--- src/rtl/hazard_forward_unit_pkg.sv ---
// Shared constants for the hazard/forwarding slice: operand-select encodings
// and register-file addressing defaults.
package hazard_forward_unit_pkg;

  localparam int REG_AW_DEFAULT = 5;
  localparam int X0             = 0;

  localparam logic [1:0] FWD_RF    = 2'b00;
  localparam logic [1:0] FWD_EXMEM = 2'b10;
  localparam logic [1:0] FWD_MEMWB = 2'b01;
  localparam logic [1:0] FWD_MDU   = 2'b11;

endpackage

--- src/rtl/hazard_forward_unit_mdu_scoreboard.sv ---
// Fixed-latency MDU tracker: counts down from issue to writeback and holds the
// pending destination. Status flags are registered from the next-count value.
module mdu_scoreboard #(
  parameter int REG_AW  = 5,
  parameter int MDU_LAT = 4
) (
  input  logic              clk,
  input  logic              reset,
  input  logic              start,
  input  logic [REG_AW-1:0] start_rd,
  input  logic              kill,
  output logic              busy,
  output logic              wb_valid,
  output logic [REG_AW-1:0] wb_rd,
  output logic              pend
);

  localparam int            CW    = $clog2(MDU_LAT + 1);
  localparam logic [CW-1:0] LAT_C = CW'(MDU_LAT);
  localparam logic [CW-1:0] ONE_C = CW'(1);
  localparam logic [CW-1:0] ZERO_C = CW'(0);

  logic [CW-1:0]     cnt_r;
  logic [CW-1:0]     cnt_next_s;
  logic              accept_s;
  logic              busy_r;
  logic              wb_valid_r;
  logic              pend_r;
  logic [REG_AW-1:0] wb_rd_r;

  assign accept_s = start && (cnt_r == ZERO_C) && !kill;

  // Next count: kill wins over a simultaneous issue.
  always_comb begin
    cnt_next_s = cnt_r;
    if (kill) begin
      cnt_next_s = ZERO_C;
    end else if (accept_s) begin
      cnt_next_s = LAT_C;
    end else if (cnt_r != ZERO_C) begin
      cnt_next_s = cnt_r - ONE_C;
    end else begin
      cnt_next_s = cnt_r;
    end
  end

  // Counter, pending destination and registered status flags.
  always_ff @(posedge clk or negedge reset) begin
    if (!reset) begin
      cnt_r      <= ZERO_C;
      busy_r     <= 1'b0;
      wb_valid_r <= 1'b0;
      pend_r     <= 1'b0;
      wb_rd_r    <= '0;
    end else begin
      cnt_r      <= cnt_next_s;
      busy_r     <= (cnt_next_s != ZERO_C);
      wb_valid_r <= (cnt_next_s == ONE_C);
      pend_r     <= (cnt_next_s > ONE_C);
      if (accept_s) begin
        wb_rd_r <= start_rd;
      end else begin
        wb_rd_r <= wb_rd_r;
      end
    end
  end

  assign busy     = busy_r;
  assign wb_valid = wb_valid_r;
  assign pend     = pend_r;
  assign wb_rd    = wb_rd_r;

endmodule

--- src/rtl/hazard_forward_unit.sv ---
// ID/EX hazard unit: per-source operand forwarding, load-use / MDU stall
// generation and a saturating stall-cycle counter.
module hazard_forward_unit
  import hazard_forward_unit_pkg::*;
#(
  parameter int REG_AW  = REG_AW_DEFAULT,
  parameter int NUM_SRC = 2,
  parameter int MDU_LAT = 4,
  parameter int CNT_W   = 16
) (
  input  logic                      clk,
  input  logic                      reset,
  input  logic [NUM_SRC*REG_AW-1:0] if_id_rs,
  input  logic [NUM_SRC-1:0]        if_id_rs_used,
  input  logic [REG_AW-1:0]         if_id_rd,
  input  logic                      if_id_regwrite,
  input  logic                      if_id_mdu,
  input  logic [NUM_SRC*REG_AW-1:0] id_ex_rs,
  input  logic [REG_AW-1:0]         id_ex_rd,
  input  logic                      id_ex_memread,
  input  logic                      id_ex_mdu_start,
  input  logic [REG_AW-1:0]         ex_mem_rd,
  input  logic                      ex_mem_regwrite,
  input  logic [REG_AW-1:0]         mem_wb_rd,
  input  logic                      mem_wb_regwrite,
  input  logic                      mdu_kill,
  output logic [2*NUM_SRC-1:0]      fwd_sel,
  output logic                      stall,
  output logic                      id_ex_bubble,
  output logic                      mdu_busy,
  output logic                      mdu_wb_valid,
  output logic [REG_AW-1:0]         mdu_wb_rd,
  output logic [CNT_W-1:0]          stall_count
);

  localparam logic [REG_AW-1:0] ZERO_REG = REG_AW'(X0);

  logic               mdu_pend_s;
  logic               ex_mem_ok_s;
  logic               mem_wb_ok_s;
  logic               mdu_fwd_ok_s;
  logic               load_ok_s;
  logic               mdu_raw_ok_s;
  logic               waw_s;
  logic               struct_s;
  logic               stall_s;
  logic [NUM_SRC-1:0] load_hit_s;
  logic [NUM_SRC-1:0] raw_hit_s;
  logic [CNT_W-1:0]   stall_count_r;

  mdu_scoreboard #(
    .REG_AW  (REG_AW),
    .MDU_LAT (MDU_LAT)
  ) u_mdu_scoreboard (
    .clk      (clk),
    .reset    (reset),
    .start    (id_ex_mdu_start),
    .start_rd (id_ex_rd),
    .kill     (mdu_kill),
    .busy     (mdu_busy),
    .wb_valid (mdu_wb_valid),
    .wb_rd    (mdu_wb_rd),
    .pend     (mdu_pend_s)
  );

  // Producers that may forward or hazard; x0 is never a real destination.
  assign ex_mem_ok_s  = ex_mem_regwrite && (ex_mem_rd != ZERO_REG);
  assign mem_wb_ok_s  = mem_wb_regwrite && (mem_wb_rd != ZERO_REG);
  assign mdu_fwd_ok_s = mdu_wb_valid && (mdu_wb_rd != ZERO_REG);
  assign load_ok_s    = id_ex_memread && (id_ex_rd != ZERO_REG);
  assign mdu_raw_ok_s = mdu_busy && mdu_pend_s && (mdu_wb_rd != ZERO_REG);

  for (genvar i = 0; i < NUM_SRC; i++) begin : g_src
    logic [REG_AW-1:0] ex_rs_s;
    logic [REG_AW-1:0] id_rs_s;
    logic [1:0]        sel_s;

    assign ex_rs_s = id_ex_rs[i*REG_AW +: REG_AW];
    assign id_rs_s = if_id_rs[i*REG_AW +: REG_AW];

    // Youngest producer wins: EX/MEM, then MEM/WB, then the MDU port.
    always_comb begin
      sel_s = FWD_RF;
      if (ex_mem_ok_s && (ex_mem_rd == ex_rs_s)) begin
        sel_s = FWD_EXMEM;
      end else if (mem_wb_ok_s && (mem_wb_rd == ex_rs_s)) begin
        sel_s = FWD_MEMWB;
      end else if (mdu_fwd_ok_s && (mdu_wb_rd == ex_rs_s)) begin
        sel_s = FWD_MDU;
      end else begin
        sel_s = FWD_RF;
      end
    end

    assign fwd_sel[2*i +: 2] = sel_s;
    assign load_hit_s[i] = if_id_rs_used[i] && load_ok_s && (id_ex_rd == id_rs_s);
    assign raw_hit_s[i]  = if_id_rs_used[i] && mdu_raw_ok_s && (mdu_wb_rd == id_rs_s);
  end

  // On the writeback cycle itself the MDU result is forwarded, so only cnt>1 blocks.
  assign waw_s    = mdu_busy && mdu_pend_s && if_id_regwrite &&
                    (if_id_rd == mdu_wb_rd) && (mdu_wb_rd != ZERO_REG);
  assign struct_s = if_id_mdu && ((mdu_busy && mdu_pend_s) || id_ex_mdu_start);
  assign stall_s  = (|load_hit_s) || (|raw_hit_s) || waw_s || struct_s;

  assign stall        = stall_s;
  assign id_ex_bubble = stall_s;

  // Saturating stall-cycle counter.
  always_ff @(posedge clk or negedge reset) begin
    if (!reset) begin
      stall_count_r <= '0;
    end else if (stall_s && (stall_count_r != {CNT_W{1'b1}})) begin
      stall_count_r <= stall_count_r + CNT_W'(1);
    end else begin
      stall_count_r <= stall_count_r;
    end
  end

  assign stall_count = stall_count_r;

endmodule
--- config.mk ---
export PLATFORM = sky130hd
export DESIGN_NAME = hazard_forward_unit
export DESIGN_NICKNAME = d
export VERILOG_FILES = /design/src/rtl/hazard_forward_unit_pkg.sv /design/src/rtl/hazard_forward_unit_mdu_scoreboard.sv /design/src/rtl/hazard_forward_unit.sv
export SDC_FILE = /design/constraint.sdc
export NUM_CORES = 1
export LEC_CHECK = 0
export CORE_MARGIN = 1
export CORE_UTILIZATION = 52
export DETAILED_ROUTE_END_ITERATION = 10
export DONT_BUFFER_PORTS = 1
export PLACE_DENSITY = 0.67
export SLEW_MARGIN = 15
export SYNTH_ARGS = -nofsm -noshare
export SYNTH_HDL_FRONTEND = slang
export SYNTH_SLANG_ARGS = --single-unit
--- constraint.sdc ---
create_clock -name clk -period 2.4 [get_ports clk]
set_input_delay 0.48 -clock clk [delete_from_list [all_inputs] [get_ports clk]]
set_output_delay 0.48 -clock clk [all_outputs]
set_load 0.005 [all_outputs]
Word level (Yosys, flattened, before mapping)
Index checks and enable logic that the tools add are counted.
{ "totals": {"register_bits": 27, "in_bits": 51, "out_inout_bits": 29, "wordCells": 72} }
{ "classes": {"add_sub_neg": 2, "n_lt_le_gt_ge": 1, "eq_ne": 13, "muxes": 9, "n_reduce_logical": 41} }
{ "ops": {"columns": ["op", "count"], "rows": [
  ["$eq 5x5->1", 11],
  ["$logic_and 1x1->1", 27],
  ["$reduce_bool 5->1", 4],
  ["$add 16x1->16 const B", 1],
  ["$ne 16x16->1 const B", 1],
  ["$mux 2", 6],
  ["$mux 3", 3],
  ["$reduce_bool 3->1", 2],
  ["$logic_or 1x1->1", 4],
  ["$reduce_or 2->1", 2],
  ["$eq 3x1->1 const B", 1],
  ["$gt 3x1->1 const B", 1],
  ["$logic_not 3->1", 1],
  ["$sub 3x1->3 const B", 1],
  ["$logic_not 1->1", 1]
]} }

Depth between registers and ports, before layout
Gate-level depths: netlist of run 1.
{ "logic_depth": {"ltp_word": 9, "mapped_depth": 9, "ltp_nobuf": 8} }

Hierarchy
Synthesis of run 1 repeated with hierarchy kept, for this count alone.
{ "hier_totals": {"cells_unflattened": 214, "area_unflattened_um2": 2042.0} }
{ "by_module_without_submodules": {"columns": ["module", "n_inst", "cells_per_inst", "area_per_inst_um2"], "rows": [
  ["hazard_forward_unit", 1, 176, 1559.0],
  ["mdu_scoreboard", 1, 38, 483.0]
]} }

Least setup slack after synthesis of run 1
No wires, ideal clock.
{ "synth_path": {"path_type": "reg-to-output", "start": "register u_mdu_scoreboard.wb_rd_r[4], in the netlist u_mdu_scoreboard.wb_rd[4]", "end": "output stall", "arrival_ns": 1.741, "setup_slack_ns": 0.179, "stages_incl_launch_ff": 9, "path_buffers": 3, "path_cell_list": "dfrtp_1 -> buf_6 -> xor2_1 -> nor4_1 -> nand3_1 -> and3_4 -> o221ai_4 -> buf_6 -> buf_4"} }
{ "synth_via": {"elab_chain_cells": 8, "word_cells_on_any_way": 15, "cone_classes": "eq/ne: 3; reduce/logical: 12"} }
{ "synth_rtl": {"columns": ["element", "line_no", "text"], "rows": [
  ["from (decl)", "hazard_forward_unit_mdu_scoreboard.sv:29", "logic [REG_AW-1:0] wb_rd_r;"],
  ["from (signal assigned)", "hazard_forward_unit_mdu_scoreboard.sv:61", "wb_rd_r <= start_rd;"],
  ["from (signal assigned)", "hazard_forward_unit_mdu_scoreboard.sv:63", "wb_rd_r <= wb_rd_r;"],
  ["$reduce_bool 5->1", "hazard_forward_unit.sv:71, hazard_forward_unit.sv:102", null],
  ["$logic_and 1x1->1", "hazard_forward_unit.sv:71", "assign mdu_raw_ok_s = mdu_busy && mdu_pend_s && (mdu_wb_rd != ZERO_REG);"],
  ["$logic_and 1x1->1 (2 in a row)", "hazard_forward_unit.sv:97", "assign raw_hit_s[i] = if_id_rs_used[i] && mdu_raw_ok_s && (mdu_wb_rd == id_rs_s);"],
  ["$reduce_or 2->1", "hazard_forward_unit.sv:104", "assign stall_s = (|load_hit_s) || (|raw_hit_s) || waw_s || struct_s;"],
  ["$logic_or 1x1->1", "hazard_forward_unit.sv:104", null],
  ["$logic_or 1x1->1 * (2 in a row)", "hazard_forward_unit.sv:104", null],
  ["to (decl)", "hazard_forward_unit.sv:28", "output logic stall,"]
]} }
Every way passes the cells marked *; elsewhere a longest branch is shown, timed or not.

Worst setup path after layout of run 1
Ends and elaborated chain as after synthesis.

==> results.json, run 1 <==
{
  "status": "completed",
  "worst-path-buf-inv": 1,
  "post_dp_cell_area_um2": 2090,
  "diodes": 0,
  "die_y_um": 64.6,
  "max_freq_ghz": 0.423,
  "power_density_nw_per_um2": 864,
  "reg2regPathDepth": 9,
  "drt_iter0_drc": 72,
  "required_ns": 1.92,
  "hold_class": "input port to async pin",
  "setup_ws_ns": 0.0381,
  "worstSetupStartpointType": "flop",
  "gp_congestion": 0.848,
  "worst_r2r_endpoint": "stall_count[14]",
  "syn-mean-instance-area_um2": 9.56,
  "yosysSeqAreaShare_pct": 33.2,
  "ys_ff_latch": 27,
  "drc_errors": 0,
  "drv_cap": 0,
  "vias_per_cell": 5.76,
  "drive_gt1_share_pct": 14.5,
  "htreeDepth": 1,
  "grt_overflow": 0,
  "start_util_pct": 54.8,
  "rsz0062_at_grt": "true",
  "leakagePower_nw": 0.866,
  "hpwl_um": 3750,
  "die_w_um": 64.6,
  "synth.distinct_cells": 36,
  "nNetsFinal": 275,
  "dr.pass1.iters": 4,
  "grt_usage_pct": 23.5,
  "cts_buffers": 3,
  "rrSetupSlack_ns": 0.16,
  "antenna_found_initial": 0,
  "grt_first_pass_wirelength_um": 7580,
  "syn_area_um2": 2040,
  "final_area_um2": 2210,
  "slew_viol_final": 0,
  "cts_tree": "yes",
  "end_kind": "output port",
  "io_pins": 80,
  "r2r-start": "u_mdu_scoreboard.wb_rd[4]",
  "ant_nets": 0,
  "finalClockSkew_ns": 0.0139,
  "cts_root_buf": "clkbuf_8",
  "core_um2": 3720,
  "ir_drop_mv": 0.507,
  "dieArea_um2": 4170,
  "insertion_delay_ns": 0.28,
  "wl_per_cell_um": 17.2,
  "port_buffers": 0,
  "clk_path_buf_depth": 2,
  "clk_pin_slew_ns": 0.10,
  "num_vias": 1543,
  "crit_type": "flop to output port",
  "crit_arrival_ns": 1.88,
  "grt_max_degree": 28,
  "path_delay_family": "simple AND/OR/NAND/NOR gates",
  "synth_nets": 267,
  "cts_sinks": 27,
  "nFillCells": 323,
  "slew_headroom_pct": 71.6,
  "finalHoldViolations": 0,
  "tightest_slew_ns": 0.422,
  "setup_viol": 0,
  "crit_fanout": 5,
  "synthCells": 213,
  "final-seq-area_um2": 682,
  "period_minus_slack_ns": 2.36,
  "ys.warnings.count": 0,
  "multi_input_area_um2": 1270,
  "finalWirelength_um": 4620,
  "row_count": 22,
  "place_ws_ns": 0.140,
  "first_global_vias": 1658,
  "syn_to_final_growth_pct": 8.29,
  "cpPeakStageDelay_ns": 0.47,
  "final.period_utilization_pct": 98.4,
  "cp_cell_sequence": "xor2_1 > nor4_1 > nand3_1 > and3_4 > o221ai_4 > buf_6",
  "critPathSlowestCell": "dfrtp_2"
}
[metrics by stage]
step	utilization [%]	cells	hold WS [ns]	power, W	setup TNS (ns)
final	59.4	268	0.00429	0.00190	0
after detailed placement	56.4	260	0.185	0.00160	0
after floorplan	-	213	0.184	0.00144	0
after CTS	59.1	268	0.00684	0.00191	0
after global routing	59.4	268	0.00513	0.00204	-0.0807
after global placement	56.4	260	0.185	0.00156	0
[area by class of cell]
class | instances | share of cell area (%)
multi-input cells | 170 | 57.8
clock inverters | 1 | 0.340
inverters | 6 | 1.02
well taps | 48 | 2.72
flip-flops and latches | 27 | 30.9
clock buffers | 3 | 1.87
repair buffers | 13 | 5.33
[power breakdown]
group          total [W]  switching, W  leakage, nW  internal [W]
Clock           0.000264      0.000146       0.0217      0.000118
Sequential      0.000807      0.000203        0.343      0.000604
Combinational   0.000833      0.000391        0.501      0.000443
[state kept, by name, indices dropped and copies added, names as in the netlist]
| name | flops |
|---|---|
| stall_count | 16 |
| u_mdu_scoreboard.wb_rd | 5 |
| u_mdu_scoreboard.cnt_r | 3 |
| u_mdu_scoreboard.busy | 1 |
| u_mdu_scoreboard.pend | 1 |
| u_mdu_scoreboard.wb_valid | 1 |
[layout by cell type, fill, tap and decap left out, types with 2 or more instances in the layout]
master | synthesis | routed
a211oi_1 | 2 | 2
a21oi_1 | 3 | 3
and3_1 | 7 | 7
and4_1 | 2 | 2
buf_4 | 2 | 10
buf_6 | 3 | 2
clkbuf_8 | 0 | 3
dfrtp_1 | 27 | 22
dfrtp_2 | 0 | 5
ha_1 | 3 | 3
inv_1 | 6 | 6
mux2_1 | 3 | 3
mux2_2 | 5 | 5
nand2_1 | 7 | 7
nand2b_1 | 3 | 3
nand3_1 | 19 | 19
nand4_1 | 12 | 12
nor2_1 | 5 | 5
nor2b_1 | 2 | 2
nor3_1 | 3 | 3
nor4_1 | 7 | 6
o21ai_0 | 3 | 3
o21bai_1 | 2 | 2
or3_1 | 2 | 2
or4_1 | 3 | 3
xnor2_1 | 46 | 46
xor2_1 | 22 | 22
[what timing repair did]
action	4_1_cts	5_1_grt
pin swaps	3	2
endpoints found under the setup margin	2	6
hold buffers	1	0
hold endpoints to repair	27	0
setup buffers	3	0
gates resized for setup	4	4
[worst max path at each step]
stage / from / end / depth (start not counted) / slack, ns
3_5_place_dp: u_mdu_scoreboard.wb_rd[2] / stall / 6 / 0.14
6_report: u_mdu_scoreboard.wb_rd[4] / stall / 6 / 0.04
2_1_floorplan: u_mdu_scoreboard.wb_rd[4] / stall / 8 / 0.18
5_1_grt: u_mdu_scoreboard.wb_rd[2] / stall / 6 / -0.04
3_3_place_gp: id_ex_rd[1] / stall / 4 / 0.19
4_1_cts: u_mdu_scoreboard.wb_rd[4] / stall / 6 / 0.009
[cells in the mapped netlist]
library cell,instances,area share (%)
and4_1,2,0.86
clkbuf_1,3,0.55
nor2b_1,2,0.61
o21bai_1,2,0.74
or3_1,2,0.61
a31oi_1,1,0.31
nor2_1,5,0.92
inv_1,6,1.1
a211oi_1,2,0.74
and3_4,1,0.55
and3_1,7,2.1
o21ai_0,3,0.74
or2_2,1,0.31
dfrtp_1,27,33
nor3b_1,1,0.37
and2_1,1,0.31
o211ai_1,1,0.37
xor2_1,22,9.5
nor4_1,7,2.1
nand2_1,7,1.3
ha_1,3,1.8
xnor2_1,46,20
mux2_1,3,1.7
nor3_1,3,0.74
nand4_1,12,3.7
o22ai_1,1,0.31
or4_1,3,1.1
nand3_1,19,4.7
nand2b_1,3,0.92
mux2_2,5,2.8
a21oi_1,3,0.74
o221ai_4,1,1.3
buf_6,3,1.7
buf_4,2,0.74
nand2_2,1,0.31
buf_2,2,0.49
[per-layer routing]
layer | track usage [%] | share of wire (%) | up-vias
met5 | 0 | 0 | -
met2 | 45.1 | 53 | 61
met1 | 26.2 | 40 | 719
li1 | - | - | 759
met4 | 5.00 | 0.82 | 0
met3 | 4.93 | 6.3 | 4
[kinds of logic (layout without fill, tap and decap cells)]
| logic type | Yosys count | in the layout | share of synthesized area (%) |
|---|---|---|---|
| adders and majority gates | 3 | 3 | 1.84 |
| xor gates and xnor gates | 68 | 68 | 29.2 |
| AOI/OAI and AO/OA | 14 | 14 | 5.22 |
| muxes | 8 | 8 | 4.42 |
| buffers and inverters | 16 | 23 | 4.55 |
| and+or+nand+nor | 77 | 77 | 21.6 |
| DFF | 27 | 27 | 33.2 |
Note: power is estimated with default switching activity, not from simulation.
==> inputs of run 2 (changes only) <==
--- a/config.mk
+++ b/config.mk
@@ -5,11 +5,10 @@
 export SDC_FILE = /design/constraint.sdc
 export NUM_CORES = 1
 export LEC_CHECK = 0
-export CORE_MARGIN = 1
-export CORE_UTILIZATION = 52
+export CORE_MARGIN = 10
+export CORE_UTILIZATION = 35
 export DETAILED_ROUTE_END_ITERATION = 10
 export DONT_BUFFER_PORTS = 1
-export PLACE_DENSITY = 0.67
 export SLEW_MARGIN = 15
 export SYNTH_ARGS = -nofsm -noshare
 export SYNTH_HDL_FRONTEND = slang
==> results.json, run 2 (same netlist as run 1, synthesis figures left out) <==
{
  "grt_first_pass_wirelength_um": 8270,
  "end_kind": "output port",
  "critPathSlowestCell": "dfrtp_2",
  "mostFrequentLayoutCell": "xnor2_1",
  "diodes": 0,
  "syn_to_final_growth_pct": 12.1,
  "max_freq_ghz": 0.417,
  "ant_nets": 0,
  "worst-path-buf-inv": 2,
  "wl_per_cell_um": 18.5,
  "first_global_vias": 1538,
  "leakagePower_nw": 0.892,
  "dr.pass1.iters": 4,
  "power_frac_comb_pct": 46.5,
  "grt_overflow": 0,
  "htreeDepth": 1,
  "clk_pin_slew_ns": 0.09,
  "status": "completed",
  "finalClockSkew_ns": 0.00373,
  "dieArea_um2": 9270,
  "hold_class": "input port to async pin",
  "cp_cell_sequence": "buf_4 > xor2_1 > nor4_1 > nand3_1 > and3_4 > o221ai_4 > buf_6",
  "power.switching_w": 0.000777,
  "cts_sinks": 27,
  "path_delay_family": "simple AND/OR/NAND/NOR gates",
  "grt_usage_pct": 11.3,
  "drive_gt1_share_pct": 17.1,
  "finalHoldViolations": 0,
  "crit_type": "flop to output port",
  "cts_tree": "yes",
  "ir_drop_mv": 0.378,
  "period_minus_slack_ns": 2.40,
  "cts_buffers": 3,
  "pwr-share-clk_pct": 13.0,
  "nFillCells": 565,
  "tightest_slew_ns": 0.564,
  "row_count": 27,
  "drt_iter0_drc": 73,
  "required_ns": 1.92,
  "slew_viol_final": 0,
  "drv_cap": 0,
  "clk_path_buf_depth": 2,
  "grt_max_degree": 28,
  "power_density_nw_per_um2": 869,
  "mostFrequentLayoutCells": "46 x xnor2_1, 24 x dfrtp_1, 21 x xor2_1",
  "crit_fanout": 5,
  "vias_per_cell": 5.30,
  "final.period_utilization_pct": 100,
  "internal_power_w": 0.00121,
  "finalWirelength_um": 5450,
  "gp_congestion": 0.938,
  "drc_errors": 0,
  "die_y_um": 96.3,
  "cpPeakStageDelay_ns": 0.47,
  "num_vias": 1557,
  "nNetsFinal": 277,
  "post_dp_cell_area_um2": 2140,
  "crit_arrival_ns": 1.92,
  "tns_ns": 0,
  "die_w_um": 96.3,
  "antenna_found_initial": 0,
  "p_seq_share_pct": 40.5,
  "slew_headroom_pct": 62.1,
  "start_util_pct": 36.5,
  "worstSetupStartpointType": "flop",
  "insertion_delay_ns": 0.27,
  "hpwl_um": 4390,
  "rsz0062_at_grt": "true",
  "switching_share_pct": 39.1,
  "rrSetupSlack_ns": 0.14,
  "core_um2": 5570,
  "io_pins": 80,
  "setup_viol": 0,
  "cts_root_buf": "clkbuf_8",
  "port_buffers": 0,
  "final_area_um2": 2280,
  "largest_register_ffs": 16
}
run 2: stage by stage:
stage	hold WS [ns]	utilization, %	power (W)	setup slack [ns]	cells
2_1_floorplan	0.184	-	0.00144	0.179	213
3_3_place_gp	0.185	38.4	0.00163	0.181	286
3_5_place_dp	0.185	38.4	0.00164	0.148	286
4_1_cts	0.0154	39.7	0.00193	0.000682	292
5_1_grt	0.00131	41.0	0.00216	-0.105	294
6_report	0.0116	41.0	0.00198	0.000395	294
run 2: final timing paths:
kind,start,endpoint,cells past startpoint
min in group clk,mdu_kill,u_mdu_scoreboard.cnt_r[1],1
max in group asynchronous,reset,u_mdu_scoreboard.wb_rd[2],1
worst max register to register,u_mdu_scoreboard.wb_rd[1],stall_count[11],10
worst max-delay path,u_mdu_scoreboard.wb_rd[1],stall,7
worst min register to register,u_mdu_scoreboard.cnt_r[2],u_mdu_scoreboard.cnt_r[2],1
worst min-delay path,reset,stall_count[5],1
run 2: power by group through the flow:
stage	Sequential, W	Clock [W]	Combinational, W
after floorplan	0.000713	0	0.000726
after global placement	0.000798	0	0.000829
after detailed placement	0.000800	0	0.000844
after CTS	0.000795	0.000269	0.000867
after global routing	0.000825	0.000293	0.00104
final	0.000803	0.000259	0.000923
run 2: layout make-up:
cell class | instances | area, um^2 | area share (%)
Timing Repair Buffer | 15 | 136 | 5.97
Multi-Input combinational cell | 170 | 1310 | 57.4
Sequential cell | 27 | 679 | 29.8
Clock buffer | 4 | 45.0 | 1.97
Inverter | 6 | 22.5 | 0.986
Tap cell | 72 | 90.1 | 3.95
run 2: routing by layer:
metal  GRT usage [%]  vias up  share of wire, %
met4            2.18        0              0.42
met1            13.0      737                39
li1                -      756                 -
met3            5.14        4                12
met2            19.1       60                48
met5               0        -                 0
run 2: worst reg2reg max path: cells and delay by family (launching register included):
family                 cells  cell delay (ns)
buffers and inverters      3             0.53
AND/OR/NAND/NOR            4             0.61
flip-flops                 1             0.47
AO/OA/AOI/OAI              1             0.23
XOR/XNOR                   2             0.30
run 2: what timing repair did:
action / CTS / global route
hold buffers: 1 / 0
setup endpoints to repair: 2 / 11
setup buffers: 1 / 2
hold endpoints to repair: 27 / 0
pin swaps: 1 / 5
resized for setup: 1 / 13
